**src/rtl/fifo_arbiter_if.sv**
```systemverilog
// fifo_arbiter_if: requester ports and FIFO command/status bundle for fifo_arbiter
interface fifo_arbiter_if #(parameter int DATA_WIDTH = 32);
    logic                  req_a;
    logic                  req_b;
    logic                  wr_a;
    logic                  wr_b;
    logic [DATA_WIDTH-1:0] din_a;
    logic [DATA_WIDTH-1:0] din_b;
    logic                  ack_a;
    logic                  ack_b;
    logic                  err_a;
    logic                  err_b;
    logic [DATA_WIDTH-1:0] rd_data;
    logic                  busy;
    logic [1:0]            fifo_opcode;
    logic [DATA_WIDTH-1:0] fifo_din;
    logic [DATA_WIDTH-1:0] fifo_dout;
    logic                  fifo_full;
    logic                  fifo_empty;

    modport master (
        output req_a, req_b, wr_a, wr_b, din_a, din_b, fifo_dout, fifo_full, fifo_empty,
        input  ack_a, ack_b, err_a, err_b, rd_data, busy, fifo_opcode, fifo_din
    );

    modport slave (
        input  req_a, req_b, wr_a, wr_b, din_a, din_b, fifo_dout, fifo_full, fifo_empty,
        output ack_a, ack_b, err_a, err_b, rd_data, busy, fifo_opcode, fifo_din
    );
endinterface

```
**src/rtl/fifo_arbiter.sv**
```systemverilog
// fifo_arbiter: round-robin two-port arbiter issuing single FIFO read/write commands
module fifo_arbiter #(
    parameter int DATA_WIDTH = 32
) (
    input logic           clk,
    input logic           rst_n,
    fifo_arbiter_if.slave bus
);
    typedef enum logic [1:0] {IDLE, ISSUE, DONE} state_e;

    state_e                state_q, state_d;
    logic                  last_b_q, last_b_d;
    logic                  win_b_q, win_b_d;
    logic                  wr_q, wr_d;
    logic                  err_q, err_d;
    logic [1:0]            opcode_q, opcode_d;
    logic [DATA_WIDTH-1:0] fifo_din_q, fifo_din_d;
    logic [DATA_WIDTH-1:0] rd_data_q, rd_data_d;
    logic                  ack_a_q, ack_a_d, ack_b_q, ack_b_d;
    logic                  err_a_q, err_a_d, err_b_q, err_b_d;
    logic                  busy_q, busy_d;

    logic                  any_req, win_b, sel_wr, accept, grant;
    logic [DATA_WIDTH-1:0] sel_din;

    // B wins when alone, or when both request and A was granted last
    assign any_req = bus.req_a | bus.req_b;
    assign win_b   = bus.req_b & (~bus.req_a | ~last_b_q);
    assign sel_wr  = win_b ? bus.wr_b : bus.wr_a;
    assign sel_din = win_b ? bus.din_b : bus.din_a;
    assign accept  = sel_wr ? ~bus.fifo_full : ~bus.fifo_empty;
    assign grant   = (state_q == IDLE) & any_req;

    // State register plus all registered outputs and latched transaction fields
    always_ff @(posedge clk or negedge rst_n) begin
        if (!rst_n) begin
            state_q    <= IDLE;
            last_b_q   <= 1'b1;
            win_b_q    <= 1'b0;
            wr_q       <= 1'b0;
            err_q      <= 1'b0;
            opcode_q   <= 2'b00;
            fifo_din_q <= '0;
            rd_data_q  <= '0;
            ack_a_q    <= 1'b0;
            ack_b_q    <= 1'b0;
            err_a_q    <= 1'b0;
            err_b_q    <= 1'b0;
            busy_q     <= 1'b0;
        end else begin
            state_q    <= state_d;
            last_b_q   <= last_b_d;
            win_b_q    <= win_b_d;
            wr_q       <= wr_d;
            err_q      <= err_d;
            opcode_q   <= opcode_d;
            fifo_din_q <= fifo_din_d;
            rd_data_q  <= rd_data_d;
            ack_a_q    <= ack_a_d;
            ack_b_q    <= ack_b_d;
            err_a_q    <= err_a_d;
            err_b_q    <= err_b_d;
            busy_q     <= busy_d;
        end
    end

    // Next state: accepted grants pass through ISSUE, rejected ones go straight to DONE
    always_comb begin
        state_d = IDLE;
        case (state_q)
            IDLE:    state_d = !any_req ? IDLE : (accept ? ISSUE : DONE);
            ISSUE:   state_d = DONE;
            default: state_d = IDLE;
        endcase
    end

    // Outputs are computed from the next state so they register in step with it
    always_comb begin
        last_b_d   = grant ? win_b : last_b_q;
        win_b_d    = grant ? win_b : win_b_q;
        wr_d       = grant ? sel_wr : wr_q;
        err_d      = grant ? ~accept : err_q;
        opcode_d   = (grant && accept) ? (sel_wr ? 2'b01 : 2'b10) : 2'b00;
        fifo_din_d = (grant && accept) ? sel_din : fifo_din_q;
        rd_data_d  = (state_q == ISSUE && !wr_q) ? bus.fifo_dout : rd_data_q;
        ack_a_d    = (state_d == DONE) && !win_b_d;
        ack_b_d    = (state_d == DONE) && win_b_d;
        err_a_d    = ack_a_d && err_d;
        err_b_d    = ack_b_d && err_d;
        busy_d     = (state_d != IDLE);
    end

    assign bus.ack_a       = ack_a_q;
    assign bus.ack_b       = ack_b_q;
    assign bus.err_a       = err_a_q;
    assign bus.err_b       = err_b_q;
    assign bus.rd_data     = rd_data_q;
    assign bus.busy        = busy_q;
    assign bus.fifo_opcode = opcode_q;
    assign bus.fifo_din    = fifo_din_q;
endmodule

```
**src/flat_wrapper.sv**
```systemverilog
// flat-port wrapper written by rule: the top's interface ports become plain ports
module fifo_arbiter_flat 
#(
    parameter int DATA_WIDTH = 32
)
  (clk, rst_n, bus_req_a, bus_req_b, bus_wr_a, bus_wr_b, bus_din_a, bus_din_b, bus_fifo_dout, bus_fifo_full, bus_fifo_empty, bus_ack_a, bus_ack_b, bus_err_a, bus_err_b, bus_rd_data, bus_busy, bus_fifo_opcode, bus_fifo_din);
  fifo_arbiter_if #(.DATA_WIDTH(DATA_WIDTH)) bus_i ();
  input logic clk;
  input logic rst_n;
  input wire logic [$bits(bus_i.req_a)-1:0] bus_req_a;
  input wire logic [$bits(bus_i.req_b)-1:0] bus_req_b;
  input wire logic [$bits(bus_i.wr_a)-1:0] bus_wr_a;
  input wire logic [$bits(bus_i.wr_b)-1:0] bus_wr_b;
  input wire logic [$bits(bus_i.din_a)-1:0] bus_din_a;
  input wire logic [$bits(bus_i.din_b)-1:0] bus_din_b;
  input wire logic [$bits(bus_i.fifo_dout)-1:0] bus_fifo_dout;
  input wire logic [$bits(bus_i.fifo_full)-1:0] bus_fifo_full;
  input wire logic [$bits(bus_i.fifo_empty)-1:0] bus_fifo_empty;
  output wire logic [$bits(bus_i.ack_a)-1:0] bus_ack_a;
  output wire logic [$bits(bus_i.ack_b)-1:0] bus_ack_b;
  output wire logic [$bits(bus_i.err_a)-1:0] bus_err_a;
  output wire logic [$bits(bus_i.err_b)-1:0] bus_err_b;
  output wire logic [$bits(bus_i.rd_data)-1:0] bus_rd_data;
  output wire logic [$bits(bus_i.busy)-1:0] bus_busy;
  output wire logic [$bits(bus_i.fifo_opcode)-1:0] bus_fifo_opcode;
  output wire logic [$bits(bus_i.fifo_din)-1:0] bus_fifo_din;
  assign bus_i.req_a = bus_req_a;
  assign bus_i.req_b = bus_req_b;
  assign bus_i.wr_a = bus_wr_a;
  assign bus_i.wr_b = bus_wr_b;
  assign bus_i.din_a = bus_din_a;
  assign bus_i.din_b = bus_din_b;
  assign bus_i.fifo_dout = bus_fifo_dout;
  assign bus_i.fifo_full = bus_fifo_full;
  assign bus_i.fifo_empty = bus_fifo_empty;
  assign bus_ack_a = bus_i.ack_a;
  assign bus_ack_b = bus_i.ack_b;
  assign bus_err_a = bus_i.err_a;
  assign bus_err_b = bus_i.err_b;
  assign bus_rd_data = bus_i.rd_data;
  assign bus_busy = bus_i.busy;
  assign bus_fifo_opcode = bus_i.fifo_opcode;
  assign bus_fifo_din = bus_i.fifo_din;
  fifo_arbiter #(.DATA_WIDTH(DATA_WIDTH)) u_core (.clk(clk), .rst_n(rst_n), .bus(bus_i));
endmodule
```
**config.mk**
```make
export PLATFORM = sky130hd
export DESIGN_NAME = fifo_arbiter_flat
export DESIGN_NICKNAME = d
export VERILOG_FILES = /design/src/rtl/fifo_arbiter_if.sv /design/src/rtl/fifo_arbiter.sv /design/src/flat_wrapper.sv
export SDC_FILE = /design/constraint.sdc
export NUM_CORES = 1
export LEC_CHECK = 0
export CAP_MARGIN = 20
export CORE_ASPECT_RATIO = 1.4
export CORE_MARGIN = 1
export CORE_UTILIZATION = 36
export CTS_BUF_LIST = sky130_fd_sc_hd__clkbuf_8
export CTS_CLUSTER_DIAMETER = 200
export CTS_CLUSTER_SIZE = 8
export DETAILED_ROUTE_END_ITERATION = 8
export HOLD_SLACK_MARGIN = 0.05
export PLACE_DENSITY_LB_ADDON = 0.08
export SLEW_MARGIN = 20
export SYNTH_ARGS = -nofsm -noshare
export SYNTH_HDL_FRONTEND = slang
export SYNTH_SLANG_ARGS = --single-unit
```
**constraint.sdc**
```tcl
create_clock -name clk -period 1.9 [get_ports clk]
set_input_delay 0.285 -clock clk [delete_from_list [all_inputs] [get_ports clk]]
set_output_delay 0.285 -clock clk [all_outputs]
set_load 0.02 [all_outputs]
```
# After elaboration in Yosys (flattened, before gate mapping)

Index checks and enable logic that the tools add are counted.

Word-level logic and storage cells: 44
Output and inout bits: 71
Bits of input ports: 104
Bits in registers: 77

Bitwise operators: 9
Muxes and demuxes: 10
Equality and inequality tests: 2
Reduce and logical (&&, ||, !) cells: 10

Operators with widths:

| cell               | count |
|---|---|
| $mux 32            | 1 |
| $mux 2             | 4 |
| $logic_and 1x1->1  | 6 |
| $not 1->1          | 5 |
| $mux 1             | 4 |
| $pmux 2 s2         | 1 |
| $and 1x1->1        | 2 |
| $eq 2x1->1 const B | 1 |
| $eq 2x2->1 const B | 1 |
| $logic_not 1->1    | 2 |
| $logic_not 2->1    | 1 |
| $or 1x1->1         | 2 |
| $reduce_bool 2->1  | 1 |

# Logic depth before layout (Yosys ltp)

Word-level depth: 11
Gate-level depth with buffers: 5
Gate-level depth less buffers: 5

# Least setup slack after synthesis

No wires, ideal clock.

Kind: register to register
Start point: reg u_core.last_b_q
End point: reg u_core.fifo_din_q[10], in the netlist u_core.bus.fifo_din[10]
Buffers on the path: 1
Arrival: 1.779 ns
Stages on the path, launching flop included: 6
Slack: -0.004 ns
Clock period less this slack: 1.904 ns
Library setup time: 0.125 ns
Data required time: 1.775 ns
Cells stage by stage: dfstp_2 > a21boi_4 > mux2i_1 > a211oi_4 > buf_4 > mux2_2

Cells in the longest elaborated chain, start to end: 6
Elaborated cells on any way between the ends: 7
Those cells by class: mux: 3; bitwise: 3; reduce/logical: 1

RTL lines:

| item                     | RTL line           | source |
|---|---|---|
| start: declaration       | fifo_arbiter.sv:12 | `logic last_b_q, last_b_d;` |
| start signal: assignment | fifo_arbiter.sv:52 | `last_b_q <= last_b_d;` |
| $not 1->1 (*)            | fifo_arbiter.sv:28 | `assign win_b = bus.req_b & (~bus.req_a \| ~last_b_q);` |
| $or 1x1->1 (*)           | fifo_arbiter.sv:28 |  |
| $and 1x1->1 (*)          | fifo_arbiter.sv:28 |  |
| $mux 1                   | fifo_arbiter.sv:29 | `assign sel_wr = win_b ? bus.wr_b : bus.wr_a;` |
| $mux 1                   | fifo_arbiter.sv:31 | `assign accept = sel_wr ? ~bus.fifo_full : ~bus.fifo_empty;` |
| $logic_and 1x1->1        | fifo_arbiter.sv:84 | `fifo_din_d = (grant && accept) ? sel_din : fifo_din_q;` |
| end signal: assignment   | fifo_arbiter.sv:57 | `fifo_din_q <= fifo_din_d;` |
| end: declaration         | fifo_arbiter.sv:17 | `logic [DATA_WIDTH-1:0] fifo_din_q, fifo_din_d;` |

Mark *: on every way between the ends. The rest lies on a longest branch, timed or not.
A chain may end at the register's enable or synchronous reset.

# Worst setup path in the final report

Start point: reg u_core.last_b_q
End point: reg u_core.fifo_din_q[11], in the netlist u_core.bus.fifo_din[11]

The elaborated chain is that of the path after synthesis.

==> impl_metrics.py <==
metrics = {
    "worst_setup_path": {
        "crit_end": "u_core.bus.fifo_din[11]",
        "r2r_start": "u_core.last_b_q",
        "worstPathBufferInverterCount": 2,
        "cp.required_ns": 2.13,
        "critPathMaxStageDelay_ns": 0.59,
        "critical_path_arrival_ns": 2.12,
        "path_cells": "a21boi_4, mux2i_2, a211oi_4, buf_6, clkbuf_16, mux2_2",
        "critPathCaptureType": "flip-flop",
        "worstSetupPathType": "reg -> reg",
        "timing.rr.end": "u_core.bus.fifo_din[11]",
        "crit_cells": 6,
        "slowest_stage": "dfstp_2",
        "startpoint": "u_core.last_b_q",
        "crit_fanout": 8,
        "cp_top_family": "flip-flops",
        "r2r_slack_ns": 0.01,
        "crit_path_start_kind": "flip-flop",
        "reg2reg_depth": 6,
    },
    "grt": {
        "grt.overflow.total": 0,
        "grtUsageMet3": 0.0518,
        "busiest_layer": "met2",
        "grt_pass1_wl_mm": 12.6,
        "grtUsageMet2": 0.311,
        "antenna_found_initial": 0,
        "use_met1": 0.206,
        "grt_use_total": 0.182,
        "grt_max_degree": 37,
        "grt_pass1_vias": 2641,
    },
    "cells_and_area": {
        "instances_no_fill": 520,
        "antennaDiodeCount": 0,
        "nNetsFinal": 514,
        "area_growth_pct": 69.0,
        "nFillCells": 716,
        "drive_above_1_share": 0.313,
        "stdcell_area_mm2": 0.00552,
    },
    "sta": {
        "clock.fmax_mhz": 529,
        "rsz0062_at_grt": "yes",
        "finalMaxSlewViolations": 0,
        "postLayoutSetupSlackWorst_ns": 0.0112,
        "period_minus_slack_ns": 1.89,
        "timing.final.crit_share": 0.994,
        "worst_slew_pin_slew_ns": 0.504,
        "whs_ns": 0.451,
        "finalClockSkew_ns": 0.00829,
        "slew-limit-headroom": 0.664,
        "hold_viol_final": 0,
        "finalSetupViolCount": 0,
    },
    "detailed_routing": {
        "dr.first_iter.drc_count": 86,
        "route.vias.total": 2492,
        "firstDrtPassIters": 4,
        "remaining_drc_errors": 0,
        "routed_via_density": 4.79,
        "wirelength_mm": 8.44,
        "drt-wirelength-per-cell_um": 16.2,
        "drtAntennaViolNets": 0,
    },
    "status": {
        "status": "finished, final reports clean",
    },
    "placed_design": {
        "dp_cells": 500,
        "io_buffers": 174,
        "pre_cts_ws_ns": -0.344,
        "gp_congestion": 0.837,
        "dpl.hpwl_mm": 6.06,
        "post_dp_cell_area_mm2": 0.00524,
    },
    "clock_tree": {
        "cts_tree": "yes",
        "htreeDepth": 3,
        "cts.path.max_buffers": 2,
        "cts_buffers": 9,
        "clock-sinks": 77,
        "insertion_delay_ns": 0.34,
        "cts-root-buf": "clkbuf_8",
        "clk_pin_slew_ns": 0.08,
    },
    "synthesis": {
        "ys_ff_latch": 77,
        "synth_cells": 216,
        "synth_area_leaders": "dfrtp_1 (58%), mux2_2 (32%), mux2_1 (1.4%), dfstp_2 (0.80%), o22ai_1 (0.77%)",
        "synthTopCellsByCount": "mux2_2 (92), dfrtp_1 (76), clkbuf_1 (6), nand2_1 (6)",
        "yosysMostFrequentCell": "mux2_2",
        "synthArstFlopShare": 1.00,
        "yosysTopAreaCellShare": 0.583,
        "syn-cell-area_mm2": 0.00326,
        "synthesis.nets": 320,
        "ys_warn_count": 0,
        "synth.avg_cell_area_um2": 15.1,
        "synth_top_cell_by_area": "dfrtp_1",
        "synth_flop_cell": "dfrtp_1",
        "ys_seq_area_frac": 0.591,
        "synth.distinct_cells": 25,
        "synth-edff-count": 0,
    },
    "power": {
        "p_total_w": 0.00849,
        "switchingPower_w": 0.00295,
        "pwr-share-clk": 0.127,
        "seq_power_share": 0.335,
        "p_int_w": 0.00554,
        "power.density_mw_per_mm2": 1540,
        "pwr-share-comb": 0.538,
        "irDropWorstVdd_mv": 0.795,
        "p_sw_frac": 0.348,
        "total_leakage_power_nw": 2.27,
    },
    "job": {
        "drv_cap": 0,
    },
    "die": {
        "start_util": 0.375,
        "core_mm2": 0.00871,
        "ios": 175,
        "die_y_um": 115,
        "rows": 40,
        "die-area_mm2": 0.00946,
        "die_w_um": 82.5,
    },
    "hold_path": {
        "hp-class": "in -> async",
    },
}
[through the flow]
step,util,TNS [ns]
final,0.633,0
after global routing,0.633,-0.974
after CTS,0.626,0
after detailed placement,0.601,-11.01
after global placement,0.601,-9.32
after floorplan,-,0
[power by group through the flow]
stage	clock (W)	combinational, W	sequential (W)
finish	0.00108	0.00457	0.00284
CTS	0.00112	0.00454	0.00285
global placement	0	0.00439	0.00285
global route	0.00121	0.00484	0.00295
floorplan	0	0.00132	0.00380
detailed placement	0	0.00445	0.00288
[worst min-delay path by stage]
stage           from                       to  slack (ns)  cells after the start
6_report       rst_n  u_core.bus.fifo_din[16]        0.45                      2
4_1_cts        rst_n  u_core.bus.fifo_din[16]        0.45                      2
2_1_floorplan  rst_n         u_core.bus.ack_a       -0.01                      0
3_3_place_gp   rst_n  u_core.bus.fifo_din[13]        0.28                      1
3_5_place_dp   rst_n  u_core.bus.fifo_din[16]        0.28                      1
5_1_grt        rst_n  u_core.bus.fifo_din[16]        0.49                      2
[routing by layer]
metal | part of all wire | vias to the layer above
met2 | 0.51 | 105
met1 | 0.39 | 1217
met4 | 0.015 | 0
met3 | 0.088 | 10
met5 | 0 | -
li1 | - | 1160
[cells in the final DEF (no fill, tap or decap), types with 2 or more instances in the layout]
cell type	instances
a21oi_1	3
buf_12	3
buf_4	10
buf_6	2
clkbuf_16	2
clkbuf_8	11
clkdlybuf4s50_1	173
dfrtp_1	76
inv_1	7
mux2_1	4
mux2_2	92
nand2_1	6
nand2b_1	2
o21ai_0	2
o22ai_1	4
[registers in the layout (all words and copies together), names as in the netlist]
| signal | cells |
|---|---|
| u_core.bus.fifo_opcode | 2 |
| u_core.bus.rd_data | 32 |
| u_core.err_q | 1 |
| u_core.wr_q | 1 |
| u_core.bus.err_a | 1 |
| u_core.bus.fifo_din | 32 |
| u_core.bus.err_b | 1 |
| u_core.state_q | 2 |
| u_core.win_b_q | 1 |
| u_core.bus.busy | 1 |
| u_core.last_b_q | 1 |
| u_core.bus.ack_a | 1 |
| u_core.bus.ack_b | 1 |
[timing repair]
item | 4_1_cts | 5_1_grt
pin swaps | 1 | 0
gates cloned | 1 | 2
endpoints found under the hold margin | 33 | 0
hold buffers | 1 | 0
setup buffers | 1 | 0
resized for setup | 2 | 4
endpoints found under the setup margin | 31 | 31
[logic make-up after synthesis]
| group | share of synthesized area |
|---|---|
| compound gates | 0.0356 |
| mux | 0.334 |
| buf+inv | 0.0172 |
| simple gates | 0.0222 |
| flops | 0.591 |
[layout make-up]
class,instances,area [µm²],share of cell area
Sequential cell,77,1930,0.350
Timing Repair Buffer,192,1980,0.358
Clock buffer,11,151,0.0275
Tap cell,105,131,0.0238
Clock inverter,5,20.0,0.00363
Inverter,3,11.3,0.00204
Multi-Input combinational cell,127,1300,0.235
[worst register-to-register path, cell delays in order, from the launching register on]
cell and delay (ns):
dfstp_2 0.59, a21boi_4 0.09, mux2i_2 0.19, a211oi_4 0.22, buf_6 0.18, clkbuf_16 0.17, mux2_2 0.33
Note: power is estimated with default switching activity, not from simulation.
